### src/rtl/debounce_pkg.sv
// Shared defaults and helpers for the multi-channel button debouncer.
package debounce_pkg;

   localparam int DEF_NCH       = 4;
   localparam int DEF_DEPTH     = 3;
   localparam int DEF_HB_BITS   = 20;
   localparam int DEF_REP_DELAY = 32;
   localparam int DEF_REP_RATE  = 8;

   // The repeat counter only ever has to reach REP_DELAY, so it needs just
   // enough bits to hold that value.
   function automatic int rep_cnt_width(input int rep_delay);
      int w;
      w = $clog2(rep_delay + 1);
      return (w < 1) ? 1 : w;
   endfunction

endpackage

### src/rtl/debounce_chan.sv
// One debounce channel: sample window, hysteresis level, press/release pulses.
// Optional auto-repeat of the press pulse when DEBOUNCE_REPEAT_EN is defined.
// 'rel' is the release pulse ('release' is a reserved word in SystemVerilog).
module debounce_chan
   import debounce_pkg::*;
#(
   parameter int DEPTH     = DEF_DEPTH,
   parameter int REP_DELAY = DEF_REP_DELAY,
   parameter int REP_RATE  = DEF_REP_RATE
) (
   input  logic vgaclk,
   input  logic reset,
   input  logic tick,
   input  logic sample,
   output logic level,
   output logic press,
   output logic rel
);

   if (DEPTH < 2 || DEPTH > 8 || REP_DELAY < 1 || REP_RATE < 1) begin : g_bad_param
      $error("debounce_chan: parameter out of range");
   end

   logic [DEPTH-1:0] win_q, win_d;
   logic             level_q, level_d;
   logic             press_q, press_d;
   logic             rel_q, rel_d;
   logic             rise, fall;
   logic             rep_fire;

   // Shift the window on a tick; level moves only on a unanimous window.
   always_comb begin
      win_d   = win_q;
      level_d = level_q;
      rise    = 1'b0;
      fall    = 1'b0;
      if (tick) begin
         win_d = {win_q[DEPTH-2:0], sample};
         if (!level_q && (&win_d)) begin
            level_d = 1'b1;
            rise    = 1'b1;
         end else if (level_q && !(|win_d)) begin
            level_d = 1'b0;
            fall    = 1'b1;
         end
      end
   end

`ifdef DEBOUNCE_REPEAT_EN
   localparam int RW = rep_cnt_width(REP_DELAY);
   localparam logic [RW-1:0] REP_LAST = RW'(REP_DELAY - 1);
   // After a repeat the counter drops back by REP_RATE so the next repeat
   // lands REP_RATE ticks later; a rate longer than the delay is capped.
   localparam logic [RW-1:0] REP_RELOAD =
      (REP_RATE >= REP_DELAY) ? '0 : RW'(REP_DELAY - REP_RATE);

   logic [RW-1:0] rep_q, rep_d;

   // Count ticks while held; the counter never exceeds REP_DELAY-1, so it cannot wrap.
   always_comb begin
      rep_d    = rep_q;
      rep_fire = 1'b0;
      if (rise || fall) begin
         rep_d = '0;
      end else if (tick && level_q) begin
         if (rep_q == REP_LAST) begin
            rep_fire = 1'b1;
            rep_d    = REP_RELOAD;
         end else begin
            rep_d = rep_q + 1'b1;
         end
      end
   end

   // Repeat counter register.
   always_ff @(posedge vgaclk) begin
      if (reset) rep_q <= '0;
      else       rep_q <= rep_d;
   end
`else
   // No auto-repeat in this build.
   always_comb begin
      rep_fire = 1'b0;
   end
`endif

   // Pulse decode; a fall on the same tick suppresses any repeat.
   always_comb begin
      press_d = rise | rep_fire;
      rel_d   = fall;
   end

   // Channel state registers.
   always_ff @(posedge vgaclk) begin
      if (reset) begin
         win_q   <= '0;
         level_q <= 1'b0;
         press_q <= 1'b0;
         rel_q   <= 1'b0;
      end else begin
         win_q   <= win_d;
         level_q <= level_d;
         press_q <= press_d;
         rel_q   <= rel_d;
      end
   end

   assign level = level_q;
   assign press = press_q;
   assign rel   = rel_q;

endmodule

### src/rtl/multi_debounce.sv
// Multi-channel button debouncer: synchronisers, shared sample tick,
// optional mutual exclusion, and NCH debounce_chan instances.
// Build option: DEBOUNCE_REPEAT_EN enables press auto-repeat.
// 'rel' carries the per-channel release pulse ('release' is a reserved word).
module multi_debounce
   import debounce_pkg::*;
#(
   parameter int NCH       = DEF_NCH,
   parameter int DEPTH     = DEF_DEPTH,
   parameter int HB_BITS   = DEF_HB_BITS,
   parameter int EXCL      = 1,
   parameter int REP_DELAY = DEF_REP_DELAY,
   parameter int REP_RATE  = DEF_REP_RATE
) (
   input  logic           vgaclk,
   input  logic           reset,
   input  logic [NCH-1:0] btn,
   output logic [NCH-1:0] level,
   output logic [NCH-1:0] press,
   output logic [NCH-1:0] rel,
   output logic           tick
);

   if (NCH < 1 || NCH > 8 || HB_BITS < 1) begin : g_bad_param
      $error("multi_debounce: parameter out of range");
   end

   logic [NCH-1:0]     sync1_q, sync1_d;
   logic [NCH-1:0]     sync2_q, sync2_d;
   logic [HB_BITS-1:0] cnt_q, cnt_d;
   logic [NCH-1:0]     sample;

   // Two-stage synchroniser and free-running tick counter.
   always_comb begin
      sync1_d = btn;
      sync2_d = sync1_q;
      cnt_d   = cnt_q + 1'b1;
   end

   // Synchroniser and tick counter registers.
   always_ff @(posedge vgaclk) begin
      if (reset) begin
         sync1_q <= '0;
         sync2_q <= '0;
         cnt_q   <= '0;
      end else begin
         sync1_q <= sync1_d;
         sync2_q <= sync2_d;
         cnt_q   <= cnt_d;
      end
   end

   assign tick = &cnt_q;

   // Exclusion: a channel samples high only if it is the sole button held.
   always_comb begin : excl_gate
      logic [NCH-1:0] others;
      others = '0;
      sample = sync2_q;
      if (EXCL != 0) begin
         for (int i = 0; i < NCH; i++) begin
            others    = sync2_q;
            others[i] = 1'b0;
            sample[i] = sync2_q[i] & ~(|others);
         end
      end
   end

   for (genvar g = 0; g < NCH; g++) begin : g_chan
      debounce_chan #(
         .DEPTH     (DEPTH),
         .REP_DELAY (REP_DELAY),
         .REP_RATE  (REP_RATE)
      ) u_chan (
         .vgaclk (vgaclk),
         .reset  (reset),
         .tick   (tick),
         .sample (sample[g]),
         .level  (level[g]),
         .press  (press[g]),
         .rel    (rel[g])
      );
   end

endmodule
### config.mk
export PLATFORM = sky130hd
export DESIGN_NAME = multi_debounce
export DESIGN_NICKNAME = d
export VERILOG_FILES = /design/src/rtl/debounce_pkg.sv /design/src/rtl/debounce_chan.sv /design/src/rtl/multi_debounce.sv
export SDC_FILE = /design/constraint.sdc
export NUM_CORES = 1
export LEC_CHECK = 0
export BUFFER_PORTS_ARGS = -buffer_cell sky130_fd_sc_hd__buf_4
export CAP_MARGIN = 20
export CELL_PAD_IN_SITES_DETAIL_PLACEMENT = 0
export CELL_PAD_IN_SITES_GLOBAL_PLACEMENT = 1
export CORE_MARGIN = 10
export CORE_UTILIZATION = 47
export CTS_BUF_LIST = sky130_fd_sc_hd__clkbuf_4 sky130_fd_sc_hd__clkbuf_8
export CTS_CLUSTER_DIAMETER = 60
export DETAILED_ROUTE_END_ITERATION = 6
export HOLD_SLACK_MARGIN = 0.06
export PLACE_DENSITY = 0.92
export SYNTH_ARGS = -nofsm -noshare
export SYNTH_HDL_FRONTEND = slang
export SYNTH_SLANG_ARGS = --single-unit
### constraint.sdc
create_clock -name vgaclk -period 2.8 [get_ports vgaclk]
set_clock_uncertainty 0.15 [all_clocks]
set_input_delay 0.28 -clock vgaclk [delete_from_list [all_inputs] [get_ports vgaclk]]
set_output_delay 0.28 -clock vgaclk [all_outputs]
set_load 0.01 [all_outputs]
==> flow_metrics.tcl <==
set metrics [dict create \
    drtIter0Drc 118 \
    cts_hold_buf 4 \
    core_area_sq_um 4120 \
    gp_congestion 0.772 \
    vdd_ir_drop_max_v 0.000347 \
    route.detailed.drc 0 \
    hold_viol 0 \
    synth_top_cell_by_area "dfxtp_1" \
    grt_overflow 0 \
    ys_seq_elements 48 \
    critPathRequiredTime_ps 2370 \
    max_slew_margin 0.696 \
    dp_cells 278 \
    die_area_sq_um 7420 \
    antenna_found_initial 0 \
    cts_setup_buffers 0 \
    preCtsSetupSlack_ps 412 \
    startpoint_type "flip-flop" \
    synth_fp_nets 232 \
    diodes 0 \
    cts_tree "built" \
    yosysTopAreaCellShare 0.468 \
    syn_area_per_cell_sq_um 9.13 \
    final_cells 290 \
    vias 1629 \
    path_clk_slew_ps 80 \
    grt_pass1_vias 1425 \
    grt_max_degree 43 \
    avgRoutedWirePerCell_um 12.9 \
    status "finished clean" \
    die_h_um 86.1 \
    htree_levels 2 \
    pin_count 19 \
    cellPowerDensity_nw_per_um2 529 \
    drv_cap 0 \
    slew_violations 0 \
    fmax_mhz 392 \
    rsz0062_at_grt "false" \
    initial_core_util 0.499 \
    fillers 359 \
    num_rows 23 \
    hpwl_um 2520 \
    synth_seq_area_share 0.468 \
    synth_cells 225 \
    clk_path_buf_depth 2 \
    ys_async_sr_fraction 0 \
    drt_wl_total_um 3730 \
    yosysWarnings 0 \
    crit_path_end_kind "output pin" \
    synth_ff_type "dfxtp_1" \
    setup_violations 0 \
    cts_num_sinks 48 \
    finalCritPeriodShare 0.911 \
    path_max_fanout 10 \
    crit_arrival_ps 2120 \
    power_leakage_nw 0.755 \
    cts_root_buf "clkbuf_8" \
    viasPerCell 5.62 \
    die_w_um 86.1 \
    dr.pass1.iters 4 \
    syn2layout_area_growth_pct 13.0 \
    numCtsBuffers 5 \
    fin_tns_setup_ps 0 \
    post_cts_resized 0 \
    syn_area_sq_um 2050 \
    tightest_slew_ps 454 \
    timing.final.ws_setup_ps 249 \
    layout-drive-gt1-share 0.183 \
    grt_pass1_wl_um 6280 \
    synth.top_cells.by_area "dfxtp_1 (47%), buf_4 (4.4%), a21oi_1 (4.1%)" \
    clk_latency_ps 290 \
    fin_nets 246 \
    ant_nets 0 \
    grt_usage 0.102 \
    synth_cell_types 34 \
    worstSetupPathType "flip-flop to output pin" \
    min_path_type "input port to flip-flop" \
    portBuffers 18 \
    finalCriticalPeriod_ps 2550 \
    synth-edff-count 0 \
]
-- where the power goes --
part	total [mW]	switching, mW	internal [mW]
Clock	0.493	0.218	0.275
Sequential	0.697	0.00609	0.691
Combinational	0.0370	0.0181	0.0188
-- metal layers --
metal  GRT usage  routed length, um  share of wire
met1       0.119               1760           0.47
met2       0.163               1750           0.47
met3      0.0369                193          0.052
met4      0.0449                 29         0.0078
met5           0                  0              0
-- metrics by stage --
| stage | util | instance area, sq um | hold WS (ps) | total power [mW] |
|---|---|---|---|---|
| after floorplan | - | 2050 | 258 | 0.732 |
| after global placement | 0.527 | 2170 | 268 | 0.745 |
| after detailed placement | 0.527 | 2170 | 276 | 0.746 |
| after CTS | 0.564 | 2320 | 236 | 1.24 |
| after global routing | 0.564 | 2320 | 261 | 1.27 |
| final | 0.564 | 2320 | 242 | 1.23 |
-- cell usage in the layout, fill, tap and decap left out, types with 2 or more instances in the layout --
master	n
dfxtp_1	48
buf_4	26
nor2_1	21
a21oi_1	17
nand3_1	14
o21ai_0	11
nor2b_1	10
nand2_1	8
or4_1	7
xnor2_1	7
nor3_1	6
o31ai_1	6
inv_1	5
clkbuf_8	5
or3_1	4
nor4_1	4
nor4b_1	4
nand2b_1	4
nor4_2	4
nand4b_1	4
a41oi_1	4
a2111oi_0	4
dlygate4sd3_1	4
nand4_2	2
-- synth_stat cells, types with 2 or more instances --
| library cell | count |
|---|---|
| dfxtp_1 | 48 |
| nor2_1 | 21 |
| a21oi_1 | 17 |
| nand3_1 | 14 |
| buf_4 | 12 |
| o21ai_0 | 11 |
| nor2b_1 | 10 |
| nand2_1 | 8 |
| clkbuf_1 | 7 |
| or4_1 | 7 |
| xnor2_1 | 7 |
| nor3_1 | 6 |
| o31ai_1 | 6 |
| inv_1 | 5 |
| a2111oi_0 | 4 |
| a41oi_1 | 4 |
| nand2b_1 | 4 |
| nand4b_1 | 4 |
| nor4_1 | 4 |
| nor4_2 | 4 |
| nor4b_1 | 4 |
| or3_1 | 4 |
| buf_2 | 2 |
| nand4_2 | 2 |
-- worst paths after layout --
check	start	end	slack (ps)	depth (start not counted)
worst min-delay path	reset	cnt_q[9]$_SDFF_PP0_	240	2
worst min register to register	sync1_q[3]$_SDFF_PP0_	sync2_q[3]$_SDFF_PP0_	290	1
worst max-delay path	cnt_q[0]$_SDFF_PP0_	tick	250	6
worst max register to register	cnt_q[0]$_SDFF_PP0_	g_chan[3].u_chan.rel$_SDFF_PP0_	420	5
-- worst max-delay path: stages, from the launching register on --
cell     delay (ps)
dfxtp_1         370
ha_1            230
nand4_2         170
or3_1           530
buf_4           220
nor2_1          160
buf_4           150
-- flip-flops by register name, indices dropped and copies added (netlist names) --
signal               count
g_chan.u_chan.press      4
g_chan.u_chan.rel        4
sync2_q                  4
g_chan.u_chan.level      4
sync1_q                  4
g_chan.u_chan.win_q      8
cnt_q                   20
-- cells by family (layout without fill, tap and decap cells) --
group | Yosys count | count (layout) | synth area share
buffers and inverters | 28 | 43 | 0.0786
multiplexers | 1 | 1 | 0.00548
flip-flops | 48 | 48 | 0.468
AO/OA/AOI/OAI | 42 | 42 | 0.124
XOR/XNOR | 8 | 8 | 0.0341
adder cells (fa/ha/maj) | 1 | 1 | 0.00609
AND/OR/NAND/NOR | 97 | 97 | 0.284
-- layout make-up --
| class | instances | area [sq um] | share of cell area |
|---|---|---|---|
| clock buffer | 6 | 76.3 | 0.0329 |
| clock inverter | 2 | 35.0 | 0.0151 |
| inverter | 5 | 18.8 | 0.00809 |
| multi-input combinational | 149 | 932 | 0.402 |
| sequential | 48 | 961 | 0.414 |
| tap | 50 | 62.6 | 0.0270 |
| timing repair buffer | 30 | 235 | 0.101 |
Power figures use the tool's default switching activity.
